File: config.mk
export PLATFORM = sky130hd
export DESIGN_NAME = ram_burst_reader_flat
export DESIGN_NICKNAME = d
export VERILOG_FILES = /design/src/rtl/ram_burst_reader_if.sv /design/src/rtl/ram_burst_reader.sv /design/src/flat_wrapper.sv
export SDC_FILE = /design/constraint.sdc
export NUM_CORES = 1
export LEC_CHECK = 0
export CORE_ASPECT_RATIO = 0.7
export CORE_UTILIZATION = 33
export CTS_CLUSTER_SIZE = 40
export DETAILED_ROUTE_END_ITERATION = 7
export SLEW_MARGIN = 20
export SYNTH_ARGS = -nofsm -noshare
export SYNTH_HDL_FRONTEND = slang
export SYNTH_SLANG_ARGS = --single-unit
File: constraint.sdc
create_clock -name clk -period 3.71 [get_ports clk]
set_clock_uncertainty 0.15 [all_clocks]
set_input_delay 0.742 -clock clk [delete_from_list [all_inputs] [get_ports clk]]
set_output_delay 0.742 -clock clk [all_outputs]
set_load 0.005 [all_outputs]
File: src/rtl/ram_burst_reader_if.sv
// Bus bundle for ram_burst_reader: command/status, RAM read port and output stream.
// The reader itself connects through the slave modport; whoever commands bursts,
// models the RAM and consumes the stream sits on the master modport.
interface ram_burst_reader_if #(
  parameter int ADDR_W = 9,
  parameter int DATA_W = 16
);
  logic              start;
  logic [ADDR_W-1:0] base_addr;
  logic [ADDR_W:0]   length;
  logic              busy;
  logic              done;
  logic [ADDR_W-1:0] ram_addr;
  logic              ram_we;
  logic [DATA_W-1:0] ram_rdata;
  logic [DATA_W-1:0] out_data;
  logic              out_valid;
  logic              out_ready;
  logic              out_last;

  modport slave (
    input  start, base_addr, length, ram_rdata, out_ready,
    output busy, done, ram_addr, ram_we, out_data, out_valid, out_last
  );

  modport master (
    output start, base_addr, length, ram_rdata, out_ready,
    input  busy, done, ram_addr, ram_we, out_data, out_valid, out_last
  );
endinterface

File: src/rtl/ram_burst_reader.sv
// Burst read engine in front of a synchronous-read RAM. Issues consecutive
// addresses (wrapping at the RAM depth), tracks reads in a two-stage tag pipe
// matching the RAM's registered-read latency, and buffers returned words in a
// small FIFO that feeds a valid/ready stream with a last-word flag.
module ram_burst_reader #(
  parameter int ADDR_W     = 9,
  parameter int DATA_W     = 16,
  parameter int FIFO_DEPTH = 4
) (
  input logic                clk,
  input logic                reset,
  ram_burst_reader_if.slave  bus
);

  localparam int PTR_W = $clog2(FIFO_DEPTH);
  localparam int CNT_W = PTR_W + 1;
  localparam logic [ADDR_W:0] MAX_LEN  = (ADDR_W + 1)'(1 << ADDR_W);
  localparam logic [ADDR_W:0] ONE_WORD = (ADDR_W + 1)'(1);
  localparam logic [CNT_W-1:0] ISSUE_LIMIT = CNT_W'(FIFO_DEPTH - 1);

  typedef enum logic [1:0] {
    IDLE,
    ISSUE,
    DRAIN,
    DONE
  } state_t;

  state_t            state_q, state_d;
  logic [ADDR_W-1:0] addr_q, addr_d;
  logic [ADDR_W:0]   remaining_q, remaining_d;
  logic [ADDR_W-1:0] ram_addr_q, ram_addr_d;
  logic              ram_we_q, ram_we_d;
  logic              tag1_v_q, tag1_v_d;
  logic              tag1_last_q, tag1_last_d;
  logic              tag2_v_q, tag2_v_d;
  logic              tag2_last_q, tag2_last_d;

  logic [DATA_W-1:0] fifo_data_q [FIFO_DEPTH];
  logic [DATA_W-1:0] fifo_data_d [FIFO_DEPTH];
  logic              fifo_last_q [FIFO_DEPTH];
  logic              fifo_last_d [FIFO_DEPTH];
  logic [PTR_W-1:0]  rd_ptr_q, rd_ptr_d;
  logic [PTR_W-1:0]  wr_ptr_q, wr_ptr_d;
  logic [CNT_W-1:0]  fifo_count_q, fifo_count_d;

  logic [ADDR_W:0]   len_clamped;
  logic [CNT_W-1:0]  inflight;
  logic              can_issue;
  logic              issue;
  logic [ADDR_W-1:0] issue_addr;
  logic [ADDR_W:0]   issue_rem;
  logic              push;
  logic              pop;
  logic              out_valid;
  logic              out_last;

  // Requests longer than the RAM are cut to one full pass around it.
  assign len_clamped = (bus.length > MAX_LEN) ? MAX_LEN : bus.length;

  // Credit check uses only registered occupancy, so a same-cycle pop never
  // lets a fifth word be in flight.
  assign inflight  = CNT_W'(tag1_v_q) + CNT_W'(tag2_v_q);
  assign can_issue = (fifo_count_q + inflight) <= ISSUE_LIMIT;

  assign push      = tag2_v_q;
  assign out_valid = (fifo_count_q != '0);
  assign out_last  = out_valid & fifo_last_q[rd_ptr_q];
  assign pop       = out_valid & bus.out_ready;

  assign bus.busy      = (state_q == ISSUE) || (state_q == DRAIN);
  assign bus.done      = (state_q == DONE);
  assign bus.ram_addr  = ram_addr_q;
  assign bus.ram_we    = ram_we_q;
  assign bus.out_data  = fifo_data_q[rd_ptr_q];
  assign bus.out_valid = out_valid;
  assign bus.out_last  = out_last;

  // Burst control: the first read goes out on the start edge itself so the
  // first word lands three cycles after the start cycle.
  always_comb begin
    state_d     = state_q;
    addr_d      = addr_q;
    remaining_d = remaining_q;
    ram_addr_d  = ram_addr_q;
    ram_we_d    = 1'b0;
    issue       = 1'b0;
    issue_addr  = addr_q;
    issue_rem   = remaining_q;

    case (state_q)
      IDLE: begin
        if (bus.start) begin
          if (len_clamped == '0) begin
            state_d = DONE;
          end else begin
            issue      = 1'b1;
            issue_addr = bus.base_addr;
            issue_rem  = len_clamped;
            state_d    = (len_clamped == ONE_WORD) ? DRAIN : ISSUE;
          end
        end
      end
      ISSUE: begin
        if (can_issue) begin
          issue = 1'b1;
          if (remaining_q == ONE_WORD) begin
            state_d = DRAIN;
          end
        end
      end
      DRAIN: begin
        if (pop && out_last) begin
          state_d = DONE;
        end
      end
      DONE: begin
        state_d = IDLE;
      end
      default: begin
        state_d = IDLE;
      end
    endcase

    if (issue) begin
      ram_addr_d  = issue_addr;
      addr_d      = issue_addr + ADDR_W'(1);
      remaining_d = issue_rem - ONE_WORD;
    end

    tag1_v_d    = issue;
    tag1_last_d = issue && (issue_rem == ONE_WORD);
    tag2_v_d    = tag1_v_q;
    tag2_last_d = tag1_last_q;
  end

  // Output buffer: capture RAM data when a tag reaches stage 2, pop on handshake.
  always_comb begin
    fifo_data_d  = fifo_data_q;
    fifo_last_d  = fifo_last_q;
    wr_ptr_d     = wr_ptr_q;
    rd_ptr_d     = rd_ptr_q;
    fifo_count_d = fifo_count_q;

    if (push) begin
      fifo_data_d[wr_ptr_q] = bus.ram_rdata;
      fifo_last_d[wr_ptr_q] = tag2_last_q;
      wr_ptr_d              = wr_ptr_q + PTR_W'(1);
    end
    if (pop) begin
      rd_ptr_d = rd_ptr_q + PTR_W'(1);
    end
    fifo_count_d = fifo_count_q + CNT_W'(push) - CNT_W'(pop);
  end

  // State, address, tag and buffer registers; reset flushes everything.
  always_ff @(posedge clk or posedge reset) begin
    if (reset) begin
      state_q      <= IDLE;
      addr_q       <= '0;
      remaining_q  <= '0;
      ram_addr_q   <= '0;
      ram_we_q     <= 1'b0;
      tag1_v_q     <= 1'b0;
      tag1_last_q  <= 1'b0;
      tag2_v_q     <= 1'b0;
      tag2_last_q  <= 1'b0;
      rd_ptr_q     <= '0;
      wr_ptr_q     <= '0;
      fifo_count_q <= '0;
      for (int i = 0; i < FIFO_DEPTH; i++) begin
        fifo_data_q[i] <= '0;
        fifo_last_q[i] <= 1'b0;
      end
    end else begin
      state_q      <= state_d;
      addr_q       <= addr_d;
      remaining_q  <= remaining_d;
      ram_addr_q   <= ram_addr_d;
      ram_we_q     <= ram_we_d;
      tag1_v_q     <= tag1_v_d;
      tag1_last_q  <= tag1_last_d;
      tag2_v_q     <= tag2_v_d;
      tag2_last_q  <= tag2_last_d;
      rd_ptr_q     <= rd_ptr_d;
      wr_ptr_q     <= wr_ptr_d;
      fifo_count_q <= fifo_count_d;
      fifo_data_q  <= fifo_data_d;
      fifo_last_q  <= fifo_last_d;
    end
  end

endmodule
File: src/flat_wrapper.sv
// flat-port wrapper written by rule: the top's interface ports become plain ports
module ram_burst_reader_flat 
#(
  parameter int ADDR_W     = 9,
  parameter int DATA_W     = 16,
  parameter int FIFO_DEPTH = 4
)
  (clk, reset, bus_start, bus_base_addr, bus_length, bus_ram_rdata, bus_out_ready, bus_busy, bus_done, bus_ram_addr, bus_ram_we, bus_out_data, bus_out_valid, bus_out_last);
  ram_burst_reader_if #(.ADDR_W(ADDR_W), .DATA_W(DATA_W)) bus_i ();
  input logic clk;
  input logic reset;
  input wire logic [$bits(bus_i.start)-1:0] bus_start;
  input wire logic [$bits(bus_i.base_addr)-1:0] bus_base_addr;
  input wire logic [$bits(bus_i.length)-1:0] bus_length;
  input wire logic [$bits(bus_i.ram_rdata)-1:0] bus_ram_rdata;
  input wire logic [$bits(bus_i.out_ready)-1:0] bus_out_ready;
  output wire logic [$bits(bus_i.busy)-1:0] bus_busy;
  output wire logic [$bits(bus_i.done)-1:0] bus_done;
  output wire logic [$bits(bus_i.ram_addr)-1:0] bus_ram_addr;
  output wire logic [$bits(bus_i.ram_we)-1:0] bus_ram_we;
  output wire logic [$bits(bus_i.out_data)-1:0] bus_out_data;
  output wire logic [$bits(bus_i.out_valid)-1:0] bus_out_valid;
  output wire logic [$bits(bus_i.out_last)-1:0] bus_out_last;
  assign bus_i.start = bus_start;
  assign bus_i.base_addr = bus_base_addr;
  assign bus_i.length = bus_length;
  assign bus_i.ram_rdata = bus_ram_rdata;
  assign bus_i.out_ready = bus_out_ready;
  assign bus_busy = bus_i.busy;
  assign bus_done = bus_i.done;
  assign bus_ram_addr = bus_i.ram_addr;
  assign bus_ram_we = bus_i.ram_we;
  assign bus_out_data = bus_i.out_data;
  assign bus_out_valid = bus_i.out_valid;
  assign bus_out_last = bus_i.out_last;
  ram_burst_reader #(.ADDR_W(ADDR_W), .DATA_W(DATA_W), .FIFO_DEPTH(FIFO_DEPTH)) u_core (.clk(clk), .reset(reset), .bus(bus_i));
endmodule
==> impl_metrics.toml, run 1 <==
[timing]
period_share_pct = 88.49
drv_slew = 0
setup_viol = 0
worstMarginPinSlew_ps = 929.2
hold_viol = 0
period_needed_ps = 3283
clock.fmax_ghz = 0.3046
rsz0062_at_grt = "no"
slew-limit-headroom_pct = 37.90
tns_ps = 0

[die]
core_area_sq_um = 16300
core.rowCount = 39
dieArea_sq_um = 17160
pin_count = 69
start_util_pct = 33.68
die_h_um = 109.9
die_w_um = 156.2

[critical_path]
cp_data_arrival_time_ps = 3410
cp_top_family = "simple AND/OR/NAND/NOR gates"
r2r_cells = 8
critPathRequiredTime_ps = 3830
timing.rr.end = "u_core.state_q[0]$_DFFE_PP0P_"
worst_path_most_repeated_cell = "a21oi_1"
worst-path-buf-inv = 3
path_class = "input pin to flip-flop"
cp-end-kind = "flip-flop"
crit_path_start_kind = "input pin"
critical_path.max_stage_delay_ps = 620
worst-r2r-setup-slack_ps = 450
cp_cell_sequence = "clkdlybuf4s50_1 > nor4_1 > buf_4 > a41oi_2 > and3_1 > a21oi_1 > ha_1 > inv_1 > or4_2 > xor2_1 > a21oi_1"
r2r_start = "u_core.push$_DFF_PP0_"
critPathSlowestCell = "or4_2"
worstPathMaxFanout = 5

[global_route]
grt.total_usage_pct = 15.54
antenna_found_initial = 0
grt_max_degree = 110
grt_overflow = 0
grt_pass1_vias = 3909
grt_pass1_wl_um = 20540

[detailed_routing]
ant_nets = 0
vias = 3759
vias_per_cell = 4.953
dr.pass1.iters = 4
drt_iter0_drc = 159
drt-wirelength-per-cell_um = 16.13
wl_um = 12240
drc = 0

[yosys]
syn_inst = 443
syn_area_per_cell_sq_um = 12.39
ys_top_cells_by_area = "dfrtp_1 (50%), mux2_2 (15%), mux4_2 (7.0%), ha_1 (3.6%), nand2_1 (2.3%)"
ys_warn_count = 0
synth_nets = 500
yosysSeqAreaShare_pct = 49.69
synth_cell_types = 47
syn_area_sq_um = 5489
ys_seq_elements = 109
synth_edf_count = 0
synth_top_area_share_pct = 49.69
ys.flop_type = "dfrtp_1"
synth_top_cell_by_area = "dfrtp_1"
async_flop_share_pct = 100.0

[min_path]
hold_depth = 0
min_to = "u_core.tag2_last_q$_DFF_PP0_"
hp-class = "flip-flop to flip-flop"
worstHoldStart = "u_core.tag1_last_q$_DFF_PP0_"

[pwr]
p_leak_nw = 2.822
p_seq_share_pct = 37.7
peakVddDrop_uv = 273.8
netSwitchingFraction_pct = 33.34
power.switching_mw = 1.890
p_comb_share_pct = 45.5
p_int_mw = 3.779
p_per_area_nw_per_um2 = 821.3
power.total_mw = 5.669
clkPwrFrac_pct = 16.8

[cells_and_area]
utilization_pct = 42.35
drive_above_1_share_pct = 26.40
num-nets-final = 586
antennaDiodeCount = 0
area_growth_pct = 25.74
instances_no_fill = 759
final_cell_area_sq_um = 6902

[cts]
hold_buffers = 0
cts_resized = 0
clk_pin_slew_ps = 80
post_cts_buffers = 0
clockRootBuffer = "clkbuf_16"
htreeDepth = 3
cts_tree = "built"
cts_buffers = 9
clk_latency_ps = 340
clock_path_buffers = 2
cts_num_sinks = 109

[placed_design]
port_buffers = 67
dp_hpwl_um = 8494
place_congestion = 0.8583
placed_area_sq_um = 6608
place_inst = 743

[run_status]
status = "finished, final reports clean"

[job]
cap_violations = 0
-- metrics by stage --
| stage | setup slack, ps | hold slack (ps) |
|---|---|---|
| final | 427.1 | 206.2 |
| after CTS | 421.1 | 209.0 |
| after global routing | 245.1 | 218.1 |
| after detailed placement | 80.70 | 198.5 |
| after floorplan | 74.62 | 181.2 |
| after global placement | 110.2 | 201.9 |
-- worst register-to-register path: stages, from the launching register on --
cell and delay, ps:
dfrtp_1 480, ha_1 330, ha_1 190, fa_1 380, xnor2_1 220, nand3b_1 90
or4_1 440, a222oi_1 490, mux2_1 370
-- synthesized netlist by cell type, types with 2 or more instances --
cell type and instances:
o31ai_1 2, nor2_1 18, nand3b_1 2, clkbuf_1 16, nand3_1 8, fa_1 2
mux4_2 17, xor2_1 11, dfrtp_1 109, inv_1 13, or3_1 3, mux2_2 74
a211oi_1 4, nor4_1 5, nand2_1 33, o211a_1 2, mux2i_1 9, a31oi_1 6
xnor2_1 14, and3_1 5, nor2b_1 2, buf_1 2, o211ai_1 2, and2_1 3
a21oi_1 9, or3_4 2, nor3_1 10, nand4_1 8, or4_1 4, ha_1 16
o21ai_0 16
-- worst max-delay path by stage --
stage,start,end,slack (ps),cells after the start
after floorplan,bus_length[5],u_core.addr_q[8]$_DFFE_PP0P_,70,11
after global placement,bus_length[5],u_core.addr_q[8]$_DFFE_PP0P_,110,11
after detailed placement,bus_length[5],u_core.remaining_q[4]$_DFFE_PP0P_,80,11
after CTS,u_core.push$_DFF_PP0_,u_core.state_q[0]$_DFFE_PP0P_,420,8
after global routing,u_core.push$_DFF_PP0_,u_core.state_q[0]$_DFFE_PP0P_,250,8
final,bus_length[5],u_core.remaining_q[4]$_DFFE_PP0P_,430,11
-- state kept, by name, summed over array words and instances, names as in the netlist, 2 cells and up --
signal and flops:
u_core.rd_ptr_q 2, u_core.fifo_data_q 64, u_core.wr_ptr_q 2, u_core.fifo_count_q 3, u_core.fifo_last_q 4, u_core.remaining_q 10
u_core.addr_q 9, u_core.bus.ram_addr 9, u_core.state_q 2
-- placed cells by master (no fill, tap or decap), drive strengths merged, types with 5 or more instances in the layout --
master	n
inv	16
nor3	10
mux2	75
or4	5
o21ai	16
a31oi	6
mux2i	9
buf	28
clkdlybuf4s50	67
a21oi	9
nand3	8
dfrtp	109
clkbuf	10
or3	6
and3	5
mux4	17
nand2	33
xor2	11
nand4	8
nor4	5
xnor2	14
ha	16
nor2	18
-- power by group through the flow --
stage | Sequential, mW | Combinational [mW] | Clock [mW]
2_1_floorplan | 1.99 | 1.73 | 0
3_3_place_gp | 2.12 | 2.57 | 0
3_5_place_dp | 2.16 | 2.63 | 0
4_1_cts | 2.14 | 2.64 | 0.992
5_1_grt | 2.23 | 2.86 | 1.04
6_report | 2.14 | 2.58 | 0.954
-- logic make-up after synthesis --
family | Yosys count | synth area share (%)
adders and majority gates | 18 | 4.377
and+or+nand+nor | 107 | 9.847
other | 1 | 0.06832
DFF | 109 | 49.69
AOI/OAI and AO/OA | 49 | 5.676
xor gates and xnor gates | 25 | 3.989
muxes | 101 | 24.00
buffers and inverters | 33 | 2.348
-- layer usage --
metal	share of wire [%]	wire (um)	global-route usage, %	vias to the layer above
li1	-	-	-	1773
met1	49	6054	21.97	1901
met2	45	5490	24.08	76
met3	4.6	562	3.272	9
met4	1.1	136	4.412	0
met5	0	0	0	-
-- final cells by class --
type / instances / area (sq um)
Clock inverter: 6 / 65.06
Inverter: 13 / 52.55
Sequential cell: 109 / 2728
Multi-Input combinational cell: 301 / 2640
Timing Repair Buffer: 95 / 905.9
Fill cell: 1570 / 9397
Tap cell: 225 / 281.5
Clock buffer: 10 / 229.0
Power figures use the tool's default switching activity.
==> run 2: changes to the inputs <==
Settings changed: CTS_CLUSTER_SIZE 40 to 30.
==> results of run 2 <==
Final layout, timing and power as in run 1 (identical DEF).
